### src/rtl/regfile_wb_sched.sv
// regfile_wb_sched
//   Write-back scheduler placed in front of the register file's two write ports.
//   E-stage and M-stage results are each buffered in their own FIFO and one entry
//   per port is issued every cycle. When both heads target the same register, the
//   M result wins and the E result is dropped. A per-register count of in-flight
//   writes drives the decode stall.
//
// Ports
//   clock, reset          rising-edge clock, asynchronous active-low reset
//   e_valid/e_dst/e_data  E result offer; e_ready = E FIFO not full
//   m_valid/m_dst/m_data  M result offer; m_ready = M FIFO not full
//   rA, rB                decode read addresses checked against pending writes
//   dstE/valE, dstM/valM  register file write ports (dst 4'hF = idle)
//   stall                 rA or rB has a write still in flight
//   coll_cnt              saturating count of same-register collisions
module regfile_wb_sched #(
    parameter int DEPTH = 4,
    parameter int NREGS = 8,
    parameter int CNTW  = 16
) (
    input  logic            clock,
    input  logic            reset,
    input  logic            e_valid,
    input  logic [3:0]      e_dst,
    input  logic [31:0]     e_data,
    output logic            e_ready,
    input  logic            m_valid,
    input  logic [3:0]      m_dst,
    input  logic [31:0]     m_data,
    output logic            m_ready,
    input  logic [3:0]      rA,
    input  logic [3:0]      rB,
    output logic [3:0]      dstE,
    output logic [31:0]     valE,
    output logic [3:0]      dstM,
    output logic [31:0]     valM,
    output logic            stall,
    output logic [CNTW-1:0] coll_cnt
);

    localparam int AW  = $clog2(DEPTH);
    localparam int CW  = AW + 1;
    localparam int SBW = $clog2(2 * DEPTH + 2) + 1;
    localparam int RW  = $clog2(NREGS);
    localparam logic [3:0] NREG_LIM = 4'(NREGS);
    localparam logic [3:0] IDLE     = 4'hF;

    // FIFO storage and bookkeeping
    logic [3:0]  eDstMem  [DEPTH];
    logic [31:0] eDataMem [DEPTH];
    logic [3:0]  mDstMem  [DEPTH];
    logic [31:0] mDataMem [DEPTH];
    logic [AW-1:0] eWr, eRd, mWr, mRd;
    logic [CW-1:0] eCount, mCount;

    logic [SBW-1:0] pending     [NREGS];
    logic [SBW-1:0] pendingNext [NREGS];

    logic eFull, mFull, eEmpty, mEmpty;
    logic ePush, mPush, ePop, mPop;
    logic collide, issueE;
    logic [3:0]  eHeadDst, mHeadDst;
    logic [31:0] eHeadData, mHeadData;

    assign eFull  = (eCount == CW'(DEPTH));
    assign mFull  = (mCount == CW'(DEPTH));
    assign eEmpty = (eCount == '0);
    assign mEmpty = (mCount == '0);

    // Readiness reflects fullness only; a same-cycle pop never frees a slot early.
    assign e_ready = !eFull;
    assign m_ready = !mFull;

    // Out-of-range destinations complete the handshake but are never stored.
    assign ePush = e_valid && !eFull && (e_dst < NREG_LIM);
    assign mPush = m_valid && !mFull && (m_dst < NREG_LIM);

    assign eHeadDst  = eDstMem[eRd];
    assign eHeadData = eDataMem[eRd];
    assign mHeadDst  = mDstMem[mRd];
    assign mHeadData = mDataMem[mRd];

    // Both heads are consumed every cycle they exist; on a collision E is dropped.
    assign ePop    = !eEmpty;
    assign mPop    = !mEmpty;
    assign collide = ePop && mPop && (eHeadDst == mHeadDst);
    assign issueE  = ePop && !collide;

    // NOTE: FIFO storage has no reset; only pointers and counts define what is valid,
    // so the arrays map onto plain RAM without a reset network.
    always_ff @(posedge clock) begin
        if (ePush) begin
            eDstMem[eWr]  <= e_dst;
            eDataMem[eWr] <= e_data;
        end
        if (mPush) begin
            mDstMem[mWr]  <= m_dst;
            mDataMem[mWr] <= m_data;
        end
    end

    // NOTE: all state uses non-blocking assignment so every register samples
    // pre-edge values regardless of statement order.
    always_ff @(posedge clock or negedge reset) begin
        if (!reset) begin
            eWr      <= '0;
            eRd      <= '0;
            mWr      <= '0;
            mRd      <= '0;
            eCount   <= '0;
            mCount   <= '0;
            dstE     <= IDLE;
            valE     <= '0;
            dstM     <= IDLE;
            valM     <= '0;
            coll_cnt <= '0;
        end else begin
            if (ePush) eWr <= eWr + 1'b1;
            if (mPush) mWr <= mWr + 1'b1;
            if (ePop)  eRd <= eRd + 1'b1;
            if (mPop)  mRd <= mRd + 1'b1;
            eCount <= eCount + CW'(ePush) - CW'(ePop);
            mCount <= mCount + CW'(mPush) - CW'(mPop);

            dstE <= issueE ? eHeadDst  : IDLE;
            valE <= issueE ? eHeadData : '0;
            dstM <= mPop   ? mHeadDst  : IDLE;
            valM <= mPop   ? mHeadData : '0;

            if (collide && (coll_cnt != '1)) coll_cnt <= coll_cnt + CNTW'(1);
        end
    end

    // Pending writes per register: +1 per accepted push, -1 when an issued write
    // retires (the cycle after it is presented) or when an E entry is dropped.
    // NOTE: every element is assigned on every pass, so no latch can be inferred.
    always_comb begin
        for (int r = 0; r < NREGS; r++) begin
            pendingNext[r] = pending[r]
                + SBW'(ePush && (e_dst == 4'(r)))
                + SBW'(mPush && (m_dst == 4'(r)))
                - SBW'(dstE == 4'(r))
                - SBW'(dstM == 4'(r))
                - SBW'(collide && (eHeadDst == 4'(r)));
        end
    end

    always_ff @(posedge clock or negedge reset) begin
        if (!reset) begin
            for (int r = 0; r < NREGS; r++) pending[r] <= '0;
        end else begin
            for (int r = 0; r < NREGS; r++) pending[r] <= pendingNext[r];
        end
    end

    assign stall = ((rA < NREG_LIM) && (pending[rA[RW-1:0]] != '0)) ||
                   ((rB < NREG_LIM) && (pending[rB[RW-1:0]] != '0));

endmodule
### config.mk
export PLATFORM = sky130hd
export DESIGN_NAME = regfile_wb_sched
export DESIGN_NICKNAME = d
export VERILOG_FILES = /design/src/rtl/regfile_wb_sched.sv
export SDC_FILE = /design/constraint.sdc
export NUM_CORES = 1
export LEC_CHECK = 0
export ABC_AREA = 1
export ABC_CLOCK_PERIOD_IN_PS = 3300
export CORE_ASPECT_RATIO = 1.75
export CORE_MARGIN = 4
export CORE_UTILIZATION = 52
export CTS_BUF_LIST = sky130_fd_sc_hd__clkbuf_8 sky130_fd_sc_hd__clkbuf_16
export DETAILED_ROUTE_END_ITERATION = 10
export HOLD_SLACK_MARGIN = 0.08
export PLACE_DENSITY = 0.76
export SLEW_MARGIN = 5
export SYNTH_ARGS = -nofsm -noshare
export SYNTH_HDL_FRONTEND = slang
export SYNTH_SLANG_ARGS = --single-unit
### constraint.sdc
create_clock -name clock -period 3.3 [get_ports clock]
set_input_delay 0.66 -clock clock [delete_from_list [all_inputs] [get_ports clock]]
set_output_delay 0.66 -clock clock [all_outputs]
set_load 0.01 [all_outputs]
==> impl_metrics.ini <==
[synthesis]
async_reset_ff_frac = 0.330
synth_top_family_by_area = simple AND/OR/NAND/NOR gates
yosys_warnings = 0
synth_area_leaders = edfxtp_1 47%, dfrtp_1 18%, nor2_1 5.6%
synth_edf_count = 288
synth_mux_area_frac = 0
syn_area_um2 = 18300
synth_ff_type = edfxtp_1
avgSynthCellArea_um2 = 11.8
synthAdderAreaFrac = 0.0681
netlist.area_leader.share = 0.474
synth_seq_area_share = 0.669
syn-num-nets = 1709
synth_seq_cells = 430
synth_compound_area_frac = 0.0604
yosys.area.top_type = edfxtp_1
ys_types = 35
postSynthCellCount = 1546
synthSimpleGateAreaFrac = 0.131
synth-xor-area-share = 0.0221

[cells_and_area]
area_delta_synth_final_pct = 25.6
fin_nets = 1951
fillers = 2449
fin_util = 0.664
postLayoutCellArea_um2 = 22900
drive_above_1_share = 0.167
finalNonFillerCells = 2282
final_cell_mix = 288 x edfxtp_1, 256 x nor2_1, 173 x clkdlybuf4s50_1
final_common_cell = edfxtp_1

[clock_tree]
clkSinkCount = 430
htreeDepth = 2
path_clk_slew_ns = 0.07
root_buffer = clkbuf_16
worstSkewPairLatency_ns = 0.56
cts_tree = built
cts_buffers = 39
clockBufferDepth = 3

[setup_path]
cp.arrival_ns = 3.99
crit_fanout = 6
cp.required_ns = 3.74
timing.rr.start = eRd[0]
r2r_cells = 20
cp-start-kind = flip-flop
path_buf_inv = 5
path_class = flip-flop to flip-flop
cp-end-kind = flip-flop
worst-r2r-setup-slack_ns = -0.24
crit_family = adder cells
cp_cell_sequence = inv_4 -> nand2_1 -> nand2_1 -> nand2_1 -> nand2_2 -> nand2_2 -> nand2_4 -> nor2_8 -> inv_4 -> nor2_8 -> nand2_4 -> nor2_2 -> ha_1 -> inv_2 -> fa_2 -> fa_2 -> ha_4 -> inv_2 -> fa_2 -> inv_1
slowest_delay_ns = 0.56
critPathLaunch = eRd[0]
critPathSlowestCell = fa_2
timing.rr.end = pending[17]

[power_and_ir_drop]
p_int_mw = 13.8
power_density_nw_per_um2 = 953
clkPwrFrac = 0.214
max-vdd-ir-drop_uv = 770
sw_frac_of_total = 0.369
power.leakage_nw = 9.06
combPwrFrac = 0.428
p_sw_mw = 8.07
seqPwrFrac = 0.358
finalPower_mw = 21.9

[die]
die-width_um = 150
dieHeight_um = 256
io_pins = 175
row_count = 90
initial_core_util = 0.528
core_um2 = 34600
die_area_um2 = 38300

[sta]
period_share = 1.07
clock.fmax_ghz = 0.282
slew_viol_final = 0
fin_ws_ns = -0.244
fin_crit_ns = 3.54
rsz0062_at_grt = yes
skew_ns = 0.0261
setup_viol = 19
relSlewSlack = 0.325
worst_pin_slew_ns = 1.01
hold_viol_final = 0
setup_tns_ns = -2.98
timing.hold.ws_ns = 0.173

[placement]
dp_slack_ns = -0.311
portBuffers = 174
dp_hpwl_mm = 26.7
gp_routability_congestion = 0.884
placed_cell_area_um2 = 21100
place_inst = 2194

[grt]
grt_max_degree = 95
antenna_found_initial = 4
grt_pass1_vias = 12800
grtUsageTotal = 0.218
grt_pass1_wl_mm = 65.6
overflow = 0

[drt]
vias = 12300
antenna_left = 0
drt-pass1-iter-count = 5
wl_per_cell_um = 18.4
drcViolationCount = 0
drt_iter0_drc = 641
wl_mm = 42.0
via_per_inst = 5.37

[hold_path]
worstHoldPathType = primary input to asynchronous set/reset pin

[outcome]
status = finished with violations
violations = setup timing

[run]
max_cap_violations = 0
==> cell usage after synthesis (14+ instances only) <==
cell      instances
nand3_1          67
nor3_1           17
xor2_1           20
edfxtp_1        288
a21oi_1          42
inv_1           162
nand4_1          14
o22ai_1          32
fa_1             34
ha_1             45
nor2_1          271
dfrtp_1         134
o21ai_0         131
xnor2_1          26
clkbuf_1         36
nand2_1         157
==> worst reg2reg max path: stages (launching register included) <==
cell,delay (ns)
dfrtp_2,0.49
inv_4,0.07
nand2_1,0.12
nand2_1,0.10
nand2_1,0.08
nand2_2,0.07
nand2_2,0.08
nand2_4,0.07
nor2_8,0.13
inv_4,0.06
nor2_8,0.13
nand2_4,0.09
nor2_2,0.10
ha_1,0.16
inv_2,0.05
fa_2,0.38
fa_2,0.56
ha_4,0.14
inv_2,0.04
fa_2,0.51
inv_1,0.04
==> cell type report <==
| type | instances | area [um^2] | area share |
|---|---|---|---|
| Tap cell | 460 | 576 | 0.0251 |
| Sequential cell | 430 | 12200 | 0.533 |
| Timing Repair inverter | 1 | 7.51 | 0.000327 |
| Timing Repair Buffer | 256 | 2490 | 0.109 |
| Antenna cell | 3 | 7.51 | 0.000327 |
| Clock buffer | 46 | 1080 | 0.0472 |
| Clock inverter | 26 | 270 | 0.0118 |
| Multi-Input combinational cell | 893 | 5650 | 0.246 |
| Inverter | 167 | 634 | 0.0277 |
==> state kept, by name, summed over array words and instances (netlist names), 16 cells and up <==
name / flops
valE: 32
eDataMem: 128
mDstMem: 16
coll_cnt: 16
eDstMem: 16
mDataMem: 128
valM: 32
pending: 40
==> power by group through the flow <==
stage	logic [mW]	registers, mW	clock network, mW
2_1_floorplan	5.09	7.95	0
3_3_place_gp	7.96	7.87	0
3_5_place_dp	8.34	7.91	0
4_1_cts	8.59	7.82	4.76
5_1_grt	10.4	7.94	4.97
6_report	9.36	7.83	4.67
==> routing by layer <==
metal  wire (um)  up-vias  track usage
met5           8        -            0
met2       22900      388        0.398
met1       14900     6045        0.244
met4        1980        2        0.102
met3        2250      132       0.0363
li1            -     5688            -
==> worst max-delay path by stage <==
stage | end | cells past startpoint
after CTS | pending[27] | 17
after global routing | pending[17] | 20
after floorplan | pending[7] | 20
final | pending[17] | 20
after detailed placement | pending[37] | 12
after global placement | pending[27] | 12
==> logic make-up (layout without fill, tap and decap cells) <==
group / count (synthesis) / after routing
flops: 430 / 430
compound gates: 210 / 210
fa+ha+maj: 79 / 79
buf+inv: 223 / 496
simple gates: 558 / 558
other cells: 0 / 3
xor+xnor: 46 / 46
==> what timing repair did <==
item | CTS | global route
buffers inserted | 2 | 10
gates resized for setup | 30 | 96
pin swaps | 12 | 42
setup endpoints to repair | 24 | 24
gates cloned | 0 | 1
hold buffers | 0 | 0
(Power assumes the default switching activity.)
